==> config.mk <==
export PLATFORM = sky130hd
export DESIGN_NAME = memctrl_arb
export DESIGN_NICKNAME = d
export VERILOG_FILES = /design/src/rtl/memctrl_pkg.sv /design/src/rtl/mc_prio_pick.sv /design/src/rtl/memctrl_arb.sv
export SDC_FILE = /design/constraint.sdc
export NUM_CORES = 1
export LEC_CHECK = 0
export CAP_MARGIN = 25
export CORE_AREA = 4 4 261 263
export CTS_BUF_LIST = sky130_fd_sc_hd__clkbuf_4 sky130_fd_sc_hd__clkbuf_8
export DETAILED_ROUTE_END_ITERATION = 6
export DIE_AREA = 0 0 265 267
export PLACE_DENSITY = 0.64
export REMOVE_ABC_BUFFERS = 1
export SYNTH_ARGS = -nofsm -noshare
export SYNTH_HDL_FRONTEND = slang
export SYNTH_SLANG_ARGS = --single-unit
==> constraint.sdc <==
create_clock -name clk -period 7.32 [get_ports clk]
set_input_delay 0.732 -clock clk [delete_from_list [all_inputs] [get_ports clk]]
set_output_delay 0.732 -clock clk [all_outputs]
set_load 0.1 [all_outputs]
==> src/rtl/memctrl_pkg.sv <==
// Shared types and constants for the byte-serial memory controller.
package memctrl_pkg;

  typedef enum logic [1:0] {
    ST_IDLE  = 2'd0,
    ST_READ  = 2'd1,
    ST_WRITE = 2'd2
  } state_t;

  localparam logic RAM_RD = 1'b0;
  localparam logic RAM_WR = 1'b1;

  function automatic int unsigned len_w(input int unsigned line_bytes);
    return $clog2(line_bytes);
  endfunction

endpackage

==> src/rtl/mc_prio_pick.sv <==
// Fixed-priority picker: lowest eligible index wins.
module mc_prio_pick #(
  parameter int unsigned N = 3,
  localparam int unsigned IDX_W = (N > 1) ? $clog2(N) : 1
) (
  input  logic [N-1:0]     elig,
  output logic [N-1:0]     onehot_c,
  output logic [IDX_W-1:0] idx_c,
  output logic             any_c
);

  // Scan from the top so the lowest eligible index is the last one written.
  always_comb begin
    onehot_c = '0;
    idx_c    = '0;
    any_c    = 1'b0;
    for (int i = int'(N) - 1; i >= 0; i--) begin
      if (elig[i]) begin
        onehot_c    = '0;
        onehot_c[i] = 1'b1;
        idx_c       = IDX_W'(i);
        any_c       = 1'b1;
      end
    end
  end

endmodule

==> src/rtl/memctrl_arb.sv <==
// Multi-channel byte-serial memory controller: arbitrates NCH requesters onto
// a single-byte RAM port, moving 1..LINE_BYTES bytes per transfer.
module memctrl_arb
  import memctrl_pkg::*;
#(
  parameter int unsigned     NCH        = 3,
  parameter int unsigned     ADDR_W     = 32,
  parameter int unsigned     LINE_BYTES = 16,
  parameter logic [NCH-1:0]  ABORT_MASK = 3'b010,
  localparam int unsigned    LEN_W      = len_w(LINE_BYTES)
) (
  input  logic                         clk,
  input  logic                         rst,
  input  logic                         rdy,
  input  logic                         abort,
  input  logic [NCH-1:0]               req_valid,
  input  logic [NCH-1:0]               req_write,
  input  logic [NCH*ADDR_W-1:0]        req_addr,
  input  logic [NCH*LEN_W-1:0]         req_len,
  input  logic [NCH*LINE_BYTES*8-1:0]  req_wdata,
  output logic [NCH-1:0]               done,
  output logic [LINE_BYTES*8-1:0]      rdata,
  output logic                         busy,
  output logic [ADDR_W-1:0]            ram_addr,
  output logic                         ram_wr,
  output logic [7:0]                   ram_wdata,
  input  logic [7:0]                   ram_rdata
);

  localparam int unsigned IDX_W  = (NCH > 1) ? $clog2(NCH) : 1;
  localparam int unsigned LINE_W = LINE_BYTES * 8;

  state_t             state;
  logic [IDX_W-1:0]   ch_q;
  logic [ADDR_W-1:0]  addr_q;
  logic [LEN_W-1:0]   len_q;
  logic [LINE_W-1:0]  wdata_q;
  logic [LINE_W-1:0]  line_buf;
  logic [LEN_W:0]     iss_cnt;
  logic [LEN_W-1:0]   cap_cnt;
  logic [1:0]         cap_pipe;
  logic               wr_reg;

  logic [ADDR_W-1:0]  addr_arr  [NCH];
  logic [LEN_W-1:0]   len_arr   [NCH];
  logic [LINE_W-1:0]  wdata_arr [NCH];

  logic [NCH-1:0]     ch_onehot_c;
  logic [NCH-1:0]     elig_c;
  logic [NCH-1:0]     pick_onehot_c;
  logic [IDX_W-1:0]   pick_idx_c;
  logic               pick_any_c;
  logic               pick_wr_c;
  logic               issue_c;
  logic               abort_hit_c;
  logic               wr_done_c;
  logic               rd_done_c;
  logic               accept_c;
  logic [LINE_W-1:0]  cap_merge_c;

  for (genvar g = 0; g < NCH; g++) begin : g_unpack
    assign addr_arr[g]  = req_addr[g*ADDR_W +: ADDR_W];
    assign len_arr[g]   = req_len[g*LEN_W +: LEN_W];
    assign wdata_arr[g] = req_wdata[g*LINE_W +: LINE_W];
  end

  // A stalled cycle must not repeat the pending write.
  assign ram_wr = wr_reg & rdy;

  assign ch_onehot_c = NCH'(1) << ch_q;
  assign issue_c     = iss_cnt <= {1'b0, len_q};
  assign abort_hit_c = (state == ST_READ) && abort && ABORT_MASK[ch_q];
  assign wr_done_c   = (state == ST_WRITE) && !issue_c;
  assign rd_done_c   = (state == ST_READ) && !abort_hit_c && cap_pipe[1] &&
                       (cap_cnt == len_q);

  // The completing channel and abortable channels sit out this edge's grant.
  assign elig_c = req_valid & ~done & ~(abort ? ABORT_MASK : '0) &
                  ~((wr_done_c || rd_done_c) ? ch_onehot_c : '0);

  mc_prio_pick #(.N(NCH)) u_pick (
    .elig     (elig_c),
    .onehot_c (pick_onehot_c),
    .idx_c    (pick_idx_c),
    .any_c    (pick_any_c)
  );

  assign pick_wr_c = |(req_write & pick_onehot_c);
  assign accept_c  = pick_any_c && ((state == ST_IDLE) || wr_done_c || rd_done_c);

  always_comb begin
    cap_merge_c = line_buf;
    cap_merge_c[{cap_cnt, 3'b000} +: 8] = ram_rdata;
  end

  always_ff @(posedge clk) begin
    if (rst) begin
      state     <= ST_IDLE;
      done      <= '0;
      rdata     <= '0;
      busy      <= 1'b0;
      ram_addr  <= '0;
      wr_reg    <= RAM_RD;
      ram_wdata <= '0;
      line_buf  <= '0;
      iss_cnt   <= '0;
      cap_cnt   <= '0;
      cap_pipe  <= '0;
      ch_q      <= '0;
      addr_q    <= '0;
      len_q     <= '0;
      wdata_q   <= '0;
    end else if (rdy) begin
      done <= '0;
      case (state)
        ST_WRITE: begin
          if (wr_done_c) begin
            state  <= ST_IDLE;
            busy   <= 1'b0;
            wr_reg <= RAM_RD;
            done   <= ch_onehot_c;
          end else begin
            ram_addr  <= addr_q + ADDR_W'(iss_cnt);
            ram_wdata <= wdata_q[{iss_cnt[LEN_W-1:0], 3'b000} +: 8];
            iss_cnt   <= iss_cnt + (LEN_W+1)'(1);
          end
        end
        ST_READ: begin
          if (abort_hit_c) begin
            state    <= ST_IDLE;
            busy     <= 1'b0;
            cap_pipe <= '0;
          end else begin
            // cap_pipe tracks which in-flight addresses return data two edges later
            cap_pipe <= {cap_pipe[0], issue_c};
            if (issue_c) begin
              ram_addr <= addr_q + ADDR_W'(iss_cnt);
              iss_cnt  <= iss_cnt + (LEN_W+1)'(1);
            end
            if (cap_pipe[1]) begin
              line_buf <= cap_merge_c;
              cap_cnt  <= cap_cnt + LEN_W'(1);
            end
            if (rd_done_c) begin
              state <= ST_IDLE;
              busy  <= 1'b0;
              done  <= ch_onehot_c;
              rdata <= cap_merge_c;
            end
          end
        end
        default: ;
      endcase

      if (accept_c) begin
        state    <= pick_wr_c ? ST_WRITE : ST_READ;
        busy     <= 1'b1;
        ch_q     <= pick_idx_c;
        addr_q   <= addr_arr[pick_idx_c];
        len_q    <= len_arr[pick_idx_c];
        wdata_q  <= wdata_arr[pick_idx_c];
        ram_addr <= addr_arr[pick_idx_c];
        iss_cnt  <= (LEN_W+1)'(1);
        cap_cnt  <= '0;
        if (pick_wr_c) begin
          wr_reg    <= RAM_WR;
          ram_wdata <= wdata_arr[pick_idx_c][7:0];
          cap_pipe  <= '0;
        end else begin
          wr_reg   <= RAM_RD;
          cap_pipe <= 2'b01;
          line_buf <= '0;
        end
      end
    end
  end

endmodule

==> results.cfg, run 1 <==
[status]
status = finished, final reports clean

[floorplan]
die_area_um2 = 70800
die_x_um = 265
core_area_um2 = 65600
start_util = 0.360
num_io_pins = 683
die_h_um = 267
rows = 94

[grt]
grt_overflow_total = 0
grt_pass1_wl_mm = 141
first_global_vias = 22300
grt_antenna_before_repair = 52
grtUsageTotal = 0.261
grt_max_degree = 257

[worst_setup_path]
cp-start-kind = flip-flop
crit_path_end_kind = flip-flop
cp.arrival_ns = 5.69
crit_type = reg2reg
worstPathRequired_ns = 7.91
crit_fanout = 88

[clock_tree]
cts_root_buf = clkbuf_8
cts_setup_buffers = 0
clock_sinks = 480
cts_resized = 0
cts_buffer_depth = 3
path_clk_slew_ns = 0.06
tritoncts = built
hold_buffers = 0
clk_latency_ns = 0.69
cts_max_level = 3
numCtsBuffers = 85

[sta]
rsz0062_at_grt = false
worst_pin_slew_ns = 1.19
max_slew_margin = 0.207
whs_ns = 0.451
hold_viol = 0
max_freq_mhz = 196
fin_worst_skew_ns = 0.0404
setup_viol = 0
drv_slew = 0
min_period_ns = 5.10
min_period_over_period = 0.696

[layout]
top_regs = line_buf: 128 flops, rdata: 128 flops, wdata_q: 128 flops
drive_above_1_share = 0.0781
nFillCells = 6334
fin_cells = 4402
nets = 3979
final_util = 0.500
area_growth_pct = 38.8

[job]
drv_cap = 0

[routing]
vias = 23900
routed_via_density = 5.42
wl_per_cell_um = 22.2
ant_nets = 0
first_iter_violations = 2027
drt_first_pass_iters = 6
remaining_drc_errors = 0
routed_wl_mm = 97.8

[synthesis]
synth_ff_type = dfxtp_1
yosysTopAreaCell = dfxtp_1
netlist_area_um2 = 23700
ys.warnings.count = 0
yosys.cell_types.count = 73
synthTopCellsByCount = nor2_1, dfxtp_1, nand2_1
synth.top_cell.area_share = 0.406
async_reset_ff_frac = 0
syn_avg_cell_area_um2 = 8.13
ys_seq_area_frac = 0.406
syn_inst = 2910
synth_edf_count = 0
synthTopCellsByArea = dfxtp_1, nor2_1, nand2_1
yosys_register_bits = 480
yosysMostFrequentCell = nor2_1

[power]
power_density_nw_per_um2 = 211
total_leakage_power_uw = 0.0118
irDropWorstVdd_v = 0.000119

[place]
io_buffers = 682
place_inst = 4229
dp_hpwl_mm = 71.4
place_congestion = 0.928

[worst_hold_path]
worstHoldPathType = reg2reg
==> per-layer routing <==
layer	global-route usage	wire [um]
met1	0.323	39100
met2	0.429	46800
met3	0.0777	8470
met4	0.0947	3260
met5	0.0162	206
==> per-stage QoR <==
step / worst slack [ns] / total power (uW) / setup TNS [ns] / cell area [um2]
after detailed placement: 2.28 / 4370 / 0 / 31000
after global placement: 2.34 / 4350 / 0 / 30800
after CTS: 2.26 / 6980 / 0 / 32800
after global routing: 1.87 / 7200 / 0 / 32800
final: 2.22 / 6920 / 0 / 32800
after floorplan: -7.59 / 3730 / -1419.38 / 22500
==> critical path, cell delays in order, from the launching register on <==
cell	delay (ns)
dfxtp_4	0.85
inv_1	0.11
ha_1	0.31
nand2b_1	0.08
o21ai_1	0.37
o221ai_1	0.17
buf_4	0.22
o211a_1	0.43
and2_1	0.42
nor2_4	0.11
buf_4	0.72
buf_4	0.78
a22o_1	0.26
==> area by class of cell <==
cell class | instances | area [um2] | area share
Antenna cell | 29 | 72.6 | 0.00221
Clock buffer | 127 | 1570 | 0.0479
Clock inverter | 17 | 185 | 0.00564
Inverter | 20 | 75.1 | 0.00229
Multi-Input combinational cell | 2139 | 12900 | 0.393
Sequential cell | 480 | 9610 | 0.293
Tap cell | 864 | 1080 | 0.0329
Timing Repair Buffer | 726 | 7330 | 0.223
==> power breakdown <==
part	leakage (uW)	total, uW	switching [uW]	internal [uW]
Clock	0.000934	2600	1150	1450
Combinational	0.00697	1460	845	614
Sequential	0.00390	2860	111	2750
==> placed cells by master, fill, tap and decap left out, types with 10 or more instances in the layout <==
cell type and count:
clkdlybuf4s50_1 681, nor2_1 489, dfxtp_1 478, nand2_1 386, a21oi_1 181, a31oi_1 157, a22o_1 155, a211oi_1 146
mux2i_1 120, o21ai_0 100, clkbuf_8 99, nand3_1 90, nor3_1 52, mux4_2 40, buf_4 34, diode_2 29
clkbuf_4 28, xnor2_1 27, inv_1 20, ha_1 16, nand2b_1 12, or2_2 12, and3_1 11, o211ai_1 11
a221oi_1 11, xor2_1 11, nand4_1 10
==> final timing paths <==
| kind | cells past startpoint | end | slack, ns | start |
|---|---|---|---|---|
| hold / removal | 2 | ram_addr[23]$_SDFFE_PP0P_ | 0.45 | ram_addr[23]$_SDFFE_PP0P_ |
| hold reg to reg | 2 | ram_addr[23]$_SDFFE_PP0P_ | 0.45 | ram_addr[23]$_SDFFE_PP0P_ |
| setup reg to reg | 12 | wdata_q[38]$_SDFFE_PP0P_ | 2.22 | iss_cnt[0]$_SDFFE_PP0P_ |
| setup / recovery | 12 | wdata_q[38]$_SDFFE_PP0P_ | 2.22 | iss_cnt[0]$_SDFFE_PP0P_ |
==> cells by family after synthesis <==
family	count (synthesis)	synth area share
flip-flops	480	0.406
AND/OR/NAND/NOR	1106	0.194
adder cells (fa/ha/maj)	17	0.00931
buffers and inverters	291	0.0524
AO/OA/AOI/OAI	817	0.235
XOR/XNOR	39	0.0144
multiplexers	160	0.0889
No activity file was read; power rests on OpenSTA's default activity.
==> inputs of run 2 (changes only) <==
--- a/config.mk
+++ b/config.mk
@@ -6,11 +6,11 @@
 export NUM_CORES = 1
 export LEC_CHECK = 0
 export CAP_MARGIN = 25
-export CORE_AREA = 4 4 261 263
+export CORE_AREA = 4 4 264 266
 export CTS_BUF_LIST = sky130_fd_sc_hd__clkbuf_4 sky130_fd_sc_hd__clkbuf_8
 export DETAILED_ROUTE_END_ITERATION = 6
-export DIE_AREA = 0 0 265 267
-export PLACE_DENSITY = 0.64
+export DIE_AREA = 0 0 268 270
+export PLACE_DENSITY = 0.65
 export REMOVE_ABC_BUFFERS = 1
 export SYNTH_ARGS = -nofsm -noshare
 export SYNTH_HDL_FRONTEND = slang
==> constraint.sdc (replaced) <==
create_clock -name clk -period 4.6 [get_ports clk]
set_input_delay 0.46 -clock clk [delete_from_list [all_inputs] [get_ports clk]]
set_output_delay 0.46 -clock clk [all_outputs]
set_load 0.1 [all_outputs]
==> run 2 against run 1 <==
Largest cell class unchanged. Combinational power rose by 64%. Largest power group unchanged. Sequential share of layout area decreased by 0.44 points. Sequential power is 58% higher. Die area increased by 2.3%. Flip-flop and latch count unchanged.
==> results.cfg, run 2 (synthesized netlist as in run 1, its figures left out) <==
[grt]
top_usage_layer = met2
grt_overflow_total = 0
grt_antenna_before_repair = 46
grt_pass1_wl_mm = 145
met3_usage = 0.0700
use_met1 = 0.331
gr-usage-met2 = 0.421
grtUsageTotal = 0.262
first_global_vias = 22500
grt_max_degree = 160

[floorplan]
die_area_um2 = 72400
core_area_um2 = 67000
num_io_pins = 683
die_h_um = 270
rows = 95
start_util = 0.353
die_x_um = 268

[power]
intPower_uw = 7870
total_leakage_power_uw = 0.0121
power_density_nw_per_um2 = 339
irDropWorstVdd_v = 0.000181
power_switching_uw = 3440
power_frac_comb = 0.211
power_frac_seq = 0.401
netSwitchingFraction = 0.304
clkPwrFrac = 0.388

[routing]
first_iter_violations = 1981
vias = 24100
drt_first_pass_iters = 5
routed_wl_mm = 99.7
ant_nets = 0
remaining_drc_errors = 0
routed_via_density = 5.40
wl_per_cell_um = 22.4

[sta]
max_slew_margin = 0.246
rsz0062_at_grt = false
min_period_ns = 3.55
drv_slew = 0
hold_viol = 0
max_freq_mhz = 281
setup_viol = 0
worst_pin_slew_ns = 1.13
fin_worst_skew_ns = 0.0455
min_period_over_period = 0.773

[layout]
final_design_area_no_fill_um2 = 33300
nets = 4011
final_common_cell = clkdlybuf4s50_1
final_util = 0.497
area_growth_pct = 40.9
top_regs = line_buf: 128 flops, rdata: 128 flops, wdata_q: 128 flops
layout_common_cells = clkdlybuf4s50_1, nor2_1, dfxtp_1, nand2_1, a21oi_1
drive_above_1_share = 0.0898

[job]
drv_cap = 0

[worst_setup_path]
path_cells = inv_1 > ha_1 > nand3_1 > o221a_2 > o22ai_1 > a21oi_1 > a211oi_2 > nor2_1 > o21bai_4 > buf_4 > a21oi_1
crit_path_end_kind = flip-flop
crit_fanout = 32
crit_buf_inv = 2
worstPathRequired_ns = 5.15
critPathMaxStageDelay_ns = 0.51
reg2reg_slack_ns = 1.05
cp_slowest_cell = o22ai_1
crit_type = reg2reg
cp-start-kind = flip-flop
cp.arrival_ns = 4.11
cpLargestDelayFamily = compound AO/OA/AOI/OAI gates
crit_top_cell = a21oi_1

[clock_tree]
clk_latency_ns = 0.70
clock_sinks = 480
cts_buffer_depth = 3
numCtsBuffers = 85
path_clk_slew_ns = 0.06
hold_buffers = 0
cts_setup_buffers = 0
cts_root_buf = clkbuf_8
tritoncts = built
cts_resized = 0
cts_max_level = 3

[place]
io_buffers = 682
place_area_um2 = 31300
place_congestion = 0.960
dp_hpwl_mm = 74.6

[status]
status = finished, final reports clean

[worst_hold_path]
worstHoldPathType = in2reg
[run 2: cell type report]
class                   instances  area, um2
clock buffers                 129       1640
clock inverters                25        251
fillers                      6474      33700
repair buffers                758       7670
multi-input cells            2139      12900
well taps                     873       1090
flip-flops and latches        480       9610
inverters                      20       75.1
diodes                         30       75.1
[run 2: worst register-to-register path: stages (launching register included)]
cell and delay [ns]:
dfxtp_1 0.34, inv_1 0.06, ha_1 0.29, nand3_1 0.13, o221a_2 0.37, o22ai_1 0.51, a21oi_1 0.17, a211oi_2 0.40
nor2_1 0.18, o21bai_4 0.44, buf_4 0.44, a21oi_1 0.09
[run 2: power groups by stage]
| stage | clock network [uW] | registers [uW] | logic (uW) |
|---|---|---|---|
| floorplan | 0 | 4970 | 969 |
| global placement | 0 | 4610 | 2360 |
| detailed placement | 0 | 4610 | 2380 |
| CTS | 4490 | 4530 | 2390 |
| global route | 4680 | 4550 | 2540 |
| finish | 4390 | 4530 | 2390 |
[run 2: worst paths after layout]
kind                          from                          to  cells past startpoint
min reg2reg      busy$_SDFFE_PP0P_           busy$_SDFFE_PP0P_                      2
max reg2reg  len_q[2]$_SDFFE_PP0P_  line_buf[107]$_SDFFE_PP0P_                     11
max          len_q[2]$_SDFFE_PP0P_  line_buf[107]$_SDFFE_PP0P_                     11
min                            rst    ram_addr[7]$_SDFFE_PP0P_                      2
[run 2: per-layer routing]
metal	share of wire	routed length [um]
met1	0.40	39900
met2	0.47	46400
met3	0.094	9340
met4	0.040	3950
met5	0.00087	87
[run 2: metrics by stage]
step / setup WS [ns] / instances / setup TNS (ns) / total power, uW / hold WS (ns)
after floorplan: -10.31 / 2639 / -2502.41 / 5940 / 0.436
after global placement: 0.864 / 4264 / 0 / 6970 / 0.441
after detailed placement: 0.792 / 4269 / 0 / 6990 / 0.440
after CTS: 1.04 / 4423 / 0 / 11400 / 0.183
after global routing: 0.687 / 4443 / 0 / 11800 / 0.228
final: 1.05 / 4454 / 0 / 11300 / 0.252
